==> config.mk <==
export PLATFORM = sky130hd
export DESIGN_NAME = serial_subtractor
export DESIGN_NICKNAME = d
export VERILOG_FILES = /design/src/rtl/serial_subtractor.sv
export SDC_FILE = /design/constraint.sdc
export NUM_CORES = 1
export LEC_CHECK = 0
export CORE_MARGIN = 3
export CORE_UTILIZATION = 35
export CTS_BUF_LIST = sky130_fd_sc_hd__clkbuf_16
export DETAILED_ROUTE_END_ITERATION = 8
export PLACE_DENSITY = 0.59
export SLEW_MARGIN = 30
export SYNTH_ARGS = -nofsm -noshare
export SYNTH_HDL_FRONTEND = slang
export SYNTH_SLANG_ARGS = --single-unit
==> constraint.sdc <==
create_clock -name clk -period 2.8 [get_ports clk]
set_input_delay 0.28 -clock clk [delete_from_list [all_inputs] [get_ports clk]]
set_output_delay 0.28 -clock clk [all_outputs]
set_load 0.1 [all_outputs]
==> src/rtl/serial_subtractor.sv <==
// Bit-serial WIDTH-bit subtractor (DIFF = A - B - BIN), LSB first, one full-subtractor cell.
// Optional two's-complement overflow output OVF when SERIAL_SUB_OVF_EN is defined.
module serial_subtractor #(
   parameter int WIDTH = 4
) (
   input  logic             clk,
   input  logic             rst,
   input  logic             start,
   input  logic [WIDTH-1:0] a,
   input  logic [WIDTH-1:0] b,
   input  logic             bin,
   output logic             busy,
   output logic             done,
   output logic [WIDTH-1:0] diff,
   output logic             bout
`ifdef SERIAL_SUB_OVF_EN
   ,
   output logic             ovf
`endif
);

   localparam int CW = (WIDTH > 2) ? $clog2(WIDTH) : 1;
   localparam logic [CW-1:0] LAST = CW'(WIDTH - 1);

   typedef enum logic {S_IDLE, S_RUN} state_t;

   state_t           state, state_nxt;
   logic             load, last;
   logic [WIDTH-1:0] sa, sb;
   logic [WIDTH-2:0] res;
   logic [CW-1:0]    cnt;
   logic             br;
   logic [1:0]       fs;
   logic             d_bit, br_nxt;
   logic [WIDTH-1:0] res_full;
`ifdef SERIAL_SUB_OVF_EN
   logic             a_msb, b_msb;
`endif

   // returns {borrow_out, difference} of one full-subtractor cell
   function automatic logic [1:0] full_sub(input logic x, input logic y, input logic bi);
      return {(~x & y) | (~(x ^ y) & bi), x ^ y ^ bi};
   endfunction

   assign fs       = full_sub(sa[0], sb[0], br);
   assign d_bit    = fs[0];
   assign br_nxt   = fs[1];
   assign res_full = {d_bit, res};
   assign busy     = (state == S_RUN);

   always_ff @(posedge clk or posedge rst) begin
      if (rst) state <= S_IDLE;
      else     state <= state_nxt;
   end

   always_comb begin
      state_nxt = state;
      load      = 1'b0;
      last      = 1'b0;
      case (state)
         S_IDLE: begin
            if (start) begin
               state_nxt = S_RUN;
               load      = 1'b1;
            end
         end
         S_RUN: begin
            if (cnt == LAST) begin
               state_nxt = S_IDLE;
               last      = 1'b1;
            end
         end
         default: state_nxt = S_IDLE;
      endcase
   end

   // serial datapath; result bits enter at the top so the LSB lands at bit 0 after WIDTH steps
   always_ff @(posedge clk or posedge rst) begin
      if (rst) begin
         sa   <= '0;
         sb   <= '0;
         res  <= '0;
         cnt  <= '0;
         br   <= 1'b0;
         done <= 1'b0;
         diff <= '0;
         bout <= 1'b0;
`ifdef SERIAL_SUB_OVF_EN
         a_msb <= 1'b0;
         b_msb <= 1'b0;
         ovf   <= 1'b0;
`endif
      end else begin
         done <= last;
         if (load) begin
            sa  <= a;
            sb  <= b;
            br  <= bin;
            cnt <= '0;
`ifdef SERIAL_SUB_OVF_EN
            a_msb <= a[WIDTH-1];
            b_msb <= b[WIDTH-1];
`endif
         end else if (state == S_RUN) begin
            sa  <= sa >> 1;
            sb  <= sb >> 1;
            br  <= br_nxt;
            res <= res_full[WIDTH-1:1];
            if (!last) cnt <= cnt + 1'b1;
         end
         // outputs change only on completion so partial results never show
         if (last) begin
            diff <= res_full;
            bout <= br_nxt;
`ifdef SERIAL_SUB_OVF_EN
            ovf  <= (a_msb != b_msb) & (d_bit != a_msb);
`endif
         end
      end
   end

endmodule

### Yosys cells after proc, flatten, opt, wreduce, memory -nomap -nowiden

Index checks and enable logic that the tools add are counted.

* register bits: 21
* input port bits: 12
* output and inout port bits: 7
* word-level logic and storage cells: 39

* $add $sub $neg: 1
* eq/ne operators: 2
* multiplexer cells: 15
* bitwise logic cells: 9
* reductions and logical operators: 3

Operator list (number)
* 4-bit 2-to-1 mux: 4
* 1-bit 2-to-1 mux: 7
* 2-bit 2-to-1 mux: 3
* 1-bit NOT: 4
* 2-bit AND reduction: 2
* 2-bit by 1-bit adder with 2-bit output (second input constant): 1
* 1-bit AND: 2
* 2-bit equality test (second input constant): 1
* 2-bit != test (second input constant): 1
* 1-bit one-hot mux with 2 select lines: 1
* 2-bit nonzero test: 1
* 1-bit XOR: 2
* 1-bit OR: 1

### Depth between registers and ports, before layout

Gate-level depths: netlist of the first run.

* word-level depth: 6
* mapped depth: 4
* mapped depth without buffers: 4

### Least setup slack after synthesis of the first run

No wires, ideal clock.

* kind: register -> register
* from: register state, in the netlist busy
* to: register diff[0]
* setup time: 0.125 ns
* data arrival time: 1.608 ns
* setup slack: 1.067 ns
* stages on the path, launching flop included: 3
* cells stage by stage: dfrtp_1 nand2_2 mux2_4

* cells in the longest elaborated chain, start to end: 1

Ends and longest elaborated chain
* start: declaration: line 27 `state_t state, state_nxt;`
* start signal: assignment: line 53 `else state <= state_nxt;`
* 1-bit 2-to-1 mux: line 60 `case (state)`
* end signal: assignment: line 113 `diff <= res_full;`
* end: declaration: line 14 `output logic [WIDTH-1:0] diff,`

Every way passes these cells.
A chain may end at the register's enable or synchronous reset.

### Final worst setup path of the first run

* from: register state, in the netlist busy
* to: output busy

RTL lines
* end: declaration: line 12 `output logic busy,`

No word-level cell between the ends.

==> impl_metrics.py, run 1 <==
metrics = {
    "placed_design": {
        "placed_area_sq_um": 1084,
        "io_buffers": 18,
        "post-place-ws_ns": 1.123,
        "hpwl_um": 1101,
        "placed_cells": 114,
        "gp_congestion": 0.6233,
    },
    "floorplan": {
        "fp.dieW_um": 56.88,
        "ios": 19,
        "core_region_area_sq_um": 2340,
        "core.rowCount": 17,
        "dieHeight_um": 56.88,
        "initial_core_util_pct": 38.72,
        "dieArea_sq_um": 3235,
    },
    "synth": {
        "yosysSeqAreaShare_pct": 58.01,
        "synth-warning-count": 0,
        "synth_nets": 85,
        "synth.avg_cell_area_sq_um": 12.76,
        "yosysUniqueCellTypes": 18,
        "synth_area_sq_um": 905.9,
        "synthCells": 71,
        "ys_ff_latch": 21,
    },
    "global_route": {
        "antenna_found_initial": 0,
        "grt_pass1_wl_um": 2711,
        "gr-total-overflow": 0,
        "grtUsageTotal_pct": 10.64,
        "grt_max_degree": 26,
        "grt_pass1_vias": 619,
    },
    "finish": {
        "postLayoutCellArea_sq_um": 1164,
        "post_route_cells_drive_above_1_share_pct": 22.22,
        "nets": 105,
        "n_antenna_cell": 0,
        "area_growth_pct": 28.45,
        "final_cells": 118,
    },
    "timing": {
        "finalSetupTns_ns": 0,
        "rsz0062_at_grt": "no",
        "max_clock_freq_mhz": 561.8,
        "post-route-period-util_pct": 63.57,
        "finalClockSkew_ns": 0.005156,
        "drv_slew": 0,
        "setup_slack_ns": 1.020,
        "finalHoldViolations": 0,
        "finalSetupViolCount": 0,
        "min_period_ns": 1.780,
        "relSlewSlack_pct": 47.39,
        "tightest_slew_ns": 0.7883,
    },
    "clock_tree": {
        "htreeDepth": 1,
        "cts_buffers": 3,
        "clk_latency_ns": 0.25,
        "cts_root_buffer": "clkbuf_16",
        "clk_pin_slew_ns": 0.06,
        "ctsResizeCount": 0,
        "cts_hold_buf": 0,
        "cts.path.max_buffers": 2,
        "cts.sinks": 21,
        "cts_tree": "yes",
        "postCtsSetupBuffers": 0,
    },
    "worst_setup_path": {
        "setup.worst_path.class": "register to output pin",
        "worst_path_max_delay_cell": "dfrtp_1",
        "r2r-start": "busy$_DFF_PP0_",
        "end_kind": "output pin",
        "crit_start": "busy$_DFF_PP0_",
        "path_max_fanout": 25,
        "required_ns": 2.52,
        "slowest_delay_ns": 0.82,
        "path_cells": "buf_4",
        "arrival_ns": 1.50,
        "path_buf_inv": 1,
        "crit_family": "flip-flops",
        "cp-start-kind": "register",
    },
    "run": {
        "drv_cap": 0,
    },
    "detailed_routing": {
        "vias": 571,
        "drc": 0,
        "drt-total-wl_um": 1460,
        "viasPerCell": 4.839,
        "initialDrtViolationCount": 8,
        "drtPass1Iterations": 4,
        "routedWlPerCell_um": 12.37,
        "final_antenna_net_count": 0,
    },
    "worst_hold_path": {
        "hp-class": "primary input to asynchronous set/reset pin",
    },
    "outcome": {
        "status": "finished clean",
    },
}
-- cells by family after synthesis --
kind of cell,share of synthesized area [%]
AO/OA/AOI/OAI,6.768
adder cells (fa/ha/maj),3.591
buffers and inverters,3.866
flip-flops,58.01
multiplexers,21.55
AND/OR/NAND/NOR,6.217
-- cell usage in the layout, fill, tap and decap left out, drive strengths merged --
master	instances
a211oi	1
a21oi	2
a22o	1
buf	7
clkbuf	3
clkdlybuf4s50	11
clkinv	1
dfrtp	21
fa	1
ha	1
inv	4
mux2	8
mux2i	9
nand2	8
nand2b	1
nor2	3
nor2b	1
o21ai	7
-- final timing paths --
kind                                       endpoint  slack (ns)  cells past startpoint
min in group clk                   bout$_DFFE_PP0P_        0.49                      2
worst max register to register  diff[1]$_DFFE_PP0P_        1.21                      2
worst max-delay path                           busy        1.02                      1
max in group asynchronous        res[0]$_DFFE_PP0P_        1.82                      2
worst min register to register     bout$_DFFE_PP0P_        0.49                      2
worst min-delay path                 done$_DFF_PP0_        0.48                      2
-- worst register-to-register path, stage by stage, from the launching register on --
cell,delay [ns]
dfrtp_1,0.82
nand2_2,0.28
mux2_4,0.37
-- cell type report --
cell class                      count  area, sq um
Fill cell                         220         1176
Sequential cell                    21        525.5
Multi-Input combinational cell     43        345.3
Timing Repair Buffer               18        162.7
Clock buffer                        3        75.07
Tap cell                           28        35.03
Inverter                            4        15.01
Clock inverter                      1        5.005
-- through the flow --
step / hold WS [ns] / util, %
3_3_place_gp: 0.4603 / 46.31
5_1_grt: 0.5107 / 49.73
3_5_place_dp: 0.4748 / 46.31
2_1_floorplan: 0.2565 / -
4_1_cts: 0.4897 / 49.73
6_report: 0.4802 / 49.73
-- sequential cells by signal, summed over array words and instances (netlist names) --
signal	flops
bout	1
br	1
busy	1
cnt	2
diff	4
done	1
res	3
sa	4
sb	4
-- cell usage after synthesis --
cell / number / area [sq um]
nand2b_1: 1 / 6.260
inv_1: 4 / 15.01
dfrtp_1: 21 / 525.5
mux2_2: 4 / 45.04
ha_1: 1 / 12.51
buf_4: 2 / 15.01
buf_2: 1 / 5.000
a211oi_1: 1 / 7.510
nand2_2: 1 / 6.260
a22o_1: 1 / 8.760
nor2_1: 3 / 11.26
a21oi_1: 2 / 10.01
mux2i_1: 9 / 90.09
nor2b_1: 1 / 6.260
fa_1: 1 / 20.02
nand2_1: 7 / 26.28
mux2_4: 4 / 60.06
o21ai_0: 7 / 35.03
-- layer usage --
layer	global-route usage (%)	vias to the layer above	share of wire [%]
met1	12.79	268	45
met3	3.218	2	7.1
met2	17.33	16	46
met5	0	-	0
met4	4.967	0	1.3
li1	-	285	-
Power of run 1 is left out: the tool's default activity adds up to more than one toggle a clock period on the data nets, which glitch-free logic cannot reach.
==> run 2, diff against run 1 <==
- PLACE_DENSITY: 0.59 -> 0.62
- clock period: 2.8 -> 1.6 ns (I/O delays scaled with it)
==> run 2 against run 1 <==
  * Die area did not move
  * Register-to-register slack got worse by 0.89 ns
  * Sequential cell count did not move
  * Utilization rose by 4.7 points
  * Global-route usage fell by 1.2 points
  * Setup slack got worse by 0.70 ns
  * First-iteration DRC count fell by 50%
==> impl_metrics.py, run 2 (same netlist as run 1, synthesis figures left out) <==
metrics = {
    "floorplan": {
        "dieHeight_um": 56.88,
        "fp.dieW_um": 56.88,
        "dieArea_sq_um": 3235,
        "ios": 19,
        "core.rowCount": 17,
        "initial_core_util_pct": 38.72,
        "core_region_area_sq_um": 2340,
    },
    "global_route": {
        "grt_max_degree": 22,
        "grtUsageMet1_pct": 10.98,
        "use_met2_pct": 15.02,
        "grt_pass1_vias": 497,
        "antenna_found_initial": 0,
        "grtUsageTotal_pct": 9.476,
        "grt_pass1_wl_um": 2339,
        "gr-total-overflow": 0,
        "grt_busiest_layer": "met2",
        "grtUsageMet3_pct": 5.747,
    },
    "clock_tree": {
        "postCtsSetupBuffers": 0,
        "cts_hold_buf": 0,
        "cts_tree": "yes",
        "htreeDepth": 1,
        "clk_latency_ns": 0.25,
        "cts.path.max_buffers": 2,
        "cts_root_buffer": "clkbuf_16",
        "clk_pin_slew_ns": 0.05,
        "cts.sinks": 21,
        "cts_buffers": 3,
        "ctsResizeCount": 0,
    },
    "placed_design": {
        "placed_cells": 117,
        "hpwl_um": 996.1,
        "gp_congestion": 0.6956,
        "io_buffers": 18,
    },
    "finish": {
        "layout_commonest_cell": "dfrtp_1",
        "post_route_cells_drive_above_1_share_pct": 24.73,
        "regArea_sq_um": 526.8,
        "layout_common_cells": "dfrtp_1 (20), clkdlybuf4s50_1 (11), mux2i_1 (9)",
        "n_antenna_cell": 0,
        "final_cells": 121,
        "nets": 108,
        "multi_input_area_sq_um": 345.3,
        "fillers": 218,
        "fin_util_pct": 54.44,
        "area_growth_pct": 40.61,
        "reg_top3": "diff: 4 flops, sa: 4 flops, sb: 4 flops",
    },
    "timing": {
        "min_period_ns": 1.283,
        "finalClockSkew_ns": 0.0006207,
        "post-route-period-util_pct": 80.17,
        "whs_ns": 0.2323,
        "finalSetupTns_ns": 0,
        "drv_slew": 0,
        "finalHoldViolations": 0,
        "finalSetupViolCount": 0,
        "max_clock_freq_mhz": 779.6,
        "relSlewSlack_pct": 76.68,
        "rsz0062_at_grt": "no",
        "tightest_slew_ns": 0.3487,
    },
    "worst_setup_path": {
        "path_max_fanout": 2,
        "slowest_delay_ns": 0.49,
        "path_cells": "fa_1, mux2_2",
        "arrival_ns": 1.42,
        "cp-start-kind": "register",
        "worst_path_max_delay_cell": "fa_1",
        "end_kind": "register",
        "required_ns": 1.73,
        "setup.worst_path.class": "register to register",
    },
    "run": {
        "drv_cap": 0,
    },
    "detailed_routing": {
        "drc": 0,
        "viasPerCell": 4.587,
        "final_antenna_net_count": 0,
        "drtPass1Iterations": 2,
        "initialDrtViolationCount": 4,
        "vias": 555,
        "drt-total-wl_um": 1356,
        "routedWlPerCell_um": 11.21,
    },
    "outcome": {
        "status": "finished clean",
    },
    "worst_hold_path": {
        "hp-class": "primary input to asynchronous set/reset pin",
    },
}
[run 2: cell count changes in the layout (fill, tap and decap cells not counted)]
cell	delta
inv_1	+1
buf_4	-4
buf_12	+7
dfrtp_1	-1
dfrtp_2	+1
clkinv_2	-1
[run 2: path summary, 6_finish.rpt]
kind,startpoint,end,slack [ns],depth (start not counted)
worst max-delay path,sa[0]$_DFFE_PP0P_,res[2]$_DFFE_PP0P_,0.32,2
worst min-delay path,rst,done$_DFF_PP0_,0.23,3
worst max register to register,sa[0]$_DFFE_PP0P_,res[2]$_DFFE_PP0P_,0.32,2
worst min register to register,sb[1]$_DFFE_PP0P_,sb[0]$_DFFE_PP0P_,0.48,2
max in group asynchronous,rst,busy$_DFF_PP0_,1.14,3
min in group clk,sb[1]$_DFFE_PP0P_,sb[0]$_DFFE_PP0P_,0.48,2
[run 2: area by class of cell]
| cell class | instances | area share [%] |
|---|---|---|
| timing repair buffer | 21 | 21.41 |
| clock inverter | 1 | 0.2947 |
| inverter | 4 | 1.179 |
| multi-input combinational | 43 | 27.11 |
| sequential | 21 | 41.36 |
| clock buffer | 3 | 5.894 |
| tap | 28 | 2.750 |
[run 2: layer usage]
layer	wire length, um	vias to the layer above
met5	0	-
li1	-	281
met2	610	20
met3	121	0
met1	624	254
met4	0	0
[run 2: stage by stage]
step | area (sq um) | setup slack, ns
3_5_place_dp | 1195 | 0.1375
6_report | 1274 | 0.3173
3_3_place_gp | 1195 | 0.1926
5_1_grt | 1274 | 0.2514
2_1_floorplan | 907.1 | 0.2004
4_1_cts | 1274 | 0.3044
[run 2: worst max-delay path, delay by kind of cell (launching register included)]
family     cells  cell delay, ns
mux            1            0.28
fa+ha+maj      1            0.49
flops          1            0.39
Power of run 2 is left out for the same reason.
==> run 3, diff against run 2 <==
- PLACE_DENSITY: 0.62 -> 0.59
- clock period: 1.6 -> 1.3 ns (I/O delays scaled with it)
==> run 3 against run 2 <==
  * Critical path depth is the same
  * Utilization grew 1.7 points
  * First-iteration DRC count grew 75%
  * Wire length grew 9.7%
  * Design area grew 3.0%
  * Sequential cell count is the same
  * Critical path type unchanged
  * Clock skew grew 0.0020 ns
  * Highest routed layer is now met4
  * Non-clock buffer count grew 1
  * Setup slack lost 0.30 ns
  * Global-route usage grew 0.97 points
==> impl_metrics.py, run 3 (same netlist as run 1, synthesis figures left out) <==
metrics = {
    "detailed_routing": {
        "final_antenna_net_count": 0,
        "drtPass1Iterations": 4,
        "viasPerCell": 4.746,
        "drc": 0,
        "vias": 579,
        "drt-total-wl_um": 1488,
        "initialDrtViolationCount": 7,
        "routedWlPerCell_um": 12.20,
    },
    "floorplan": {
        "core_region_area_sq_um": 2340,
        "core.rowCount": 17,
        "fp.dieW_um": 56.88,
        "ios": 19,
        "initial_core_util_pct": 38.72,
        "dieHeight_um": 56.88,
        "dieArea_sq_um": 3235,
    },
    "timing": {
        "min_period_ns": 1.284,
        "rsz0062_at_grt": "yes",
        "tightest_slew_ns": 0.4369,
        "relSlewSlack_pct": 70.84,
        "finalSetupTns_ns": 0,
        "whs_ns": 0.1842,
        "drv_slew": 0,
        "finalHoldViolations": 0,
        "setup_slack_ns": 0.01603,
        "finalClockSkew_ns": 0.002593,
        "post-route-period-util_pct": 98.77,
        "max_clock_freq_mhz": 778.8,
        "finalSetupViolCount": 0,
    },
    "clock_tree": {
        "htreeDepth": 1,
        "clk_latency_ns": 0.25,
        "cts_buffers": 3,
        "cts.sinks": 21,
        "cts_tree": "yes",
        "cts_root_buffer": "clkbuf_16",
        "cts.path.max_buffers": 2,
        "clk_pin_slew_ns": 0.06,
    },
    "global_route": {
        "antenna_found_initial": 0,
        "grt_pass1_wl_um": 2553,
        "gr-total-overflow": 0,
        "grt_pass1_vias": 580,
        "grtUsageTotal_pct": 10.45,
        "grt_max_degree": 22,
    },
    "worst_setup_path": {
        "r2r_setup_slack_ns": 0.02,
        "worst_path_max_delay_cell": "fa_1",
        "path_cells": "fa_1, mux2_4",
        "end_kind": "register",
        "slowest_delay_ns": 0.50,
        "arrival_ns": 1.42,
        "cp-start-kind": "register",
        "path_max_fanout": 2,
        "worstReg2RegEnd": "diff[3]$_DFFE_PP0P_",
        "ff2ff_path_depth": 2,
        "setup.worst_path.class": "register to register",
        "required_ns": 1.43,
        "r2r-start": "sa[0]$_DFFE_PP0P_",
    },
    "placed_design": {
        "io_buffers": 18,
        "gp_congestion": 0.6353,
        "post-place-ws_ns": 0.02637,
        "hpwl_um": 1101,
        "placed_cells": 118,
    },
    "finish": {
        "layout_common_cells": "dfrtp_1 (20), clkdlybuf4s50_1 (11), mux2i_1 (9), buf_12 (8)",
        "fillers": 203,
        "regArea_sq_um": 529.3,
        "multi_input_area_sq_um": 356.6,
        "layout_commonest_cell": "dfrtp_1",
        "n_antenna_cell": 0,
        "final_cells": 122,
        "nets": 109,
        "reg_top3": "diff: 4 flops, sa: 4 flops, sb: 4 flops",
        "area_growth_pct": 44.89,
        "post_route_cells_drive_above_1_share_pct": 28.72,
    },
    "worst_hold_path": {
        "hp-class": "primary input to asynchronous set/reset pin",
    },
    "pwr": {
        "vdd_drop_max_uv": 1900,
        "p_leak_nw": 0.6238,
        "powerDensity_nw_per_um2": 2930,
    },
    "outcome": {
        "status": "finished clean",
    },
    "run": {
        "drv_cap": 0,
    },
}
-- run 3: worst max path at each step --
stage,slack (ns),from,depth (start not counted),end
6_report,0.02,sa[0]$_DFFE_PP0P_,2,diff[3]$_DFFE_PP0P_
3_3_place_gp,0.05,sa[0]$_DFFE_PP0P_,2,diff[3]$_DFFE_PP0P_
3_5_place_dp,0.03,sb[0]$_DFFE_PP0P_,3,diff[3]$_DFFE_PP0P_
2_1_floorplan,0.02,busy$_DFF_PP0_,2,res[0]$_DFFE_PP0P_
4_1_cts,0.003,busy$_DFF_PP0_,2,busy
5_1_grt,-0.01,sa[0]$_DFFE_PP0P_,2,diff[3]$_DFFE_PP0P_
-- run 3: per-stage QoR --
step	total power [mW]	cell area, sq um	util [%]
after floorplan	2.506	909.6	-
after global placement	3.137	1217	52.03
after detailed placement	3.177	1217	52.03
after CTS	3.827	1297	55.45
after global routing	4.042	1313	56.10
final	3.846	1313	56.10
-- run 3: routing by layer --
metal,up-vias,share of wire (%),GRT usage [%]
met4,0,2.4,5.960
met3,4,6.0,2.759
li1,287,-,-
met2,17,51,17.00
met1,271,41,12.34
met5,-,0,0
-- run 3: critical path: cells and delay by family (launching register included) --
kind       cells  cell delay [ns]
mux            1             0.27
flops          1             0.40
fa+ha+maj      1             0.50
-- run 3: cell type report --
class	instances	area share (%)
multi-input combinational	43	27.17
sequential	21	40.32
clock buffer	3	5.720
timing repair buffer	22	22.59
inverter	4	1.144
clock inverter	1	0.3813
tap	28	2.669
-- run 3: power breakdown --
part	internal [mW]	total, mW	switching (mW)	leakage (nW)
clock network	0.412	0.635	0.223	0.0409
logic	0.887	2.02	1.14	0.323
registers	0.954	1.19	0.235	0.260
-- run 3: timing repair --
item | in CTS | in global routing
setup endpoints to repair | 0 | 5
resized for setup | 0 | 5
hold buffers | 0 | 0
setup buffers | 0 | 0
No activity file was read; power rests on OpenSTA's default activity.
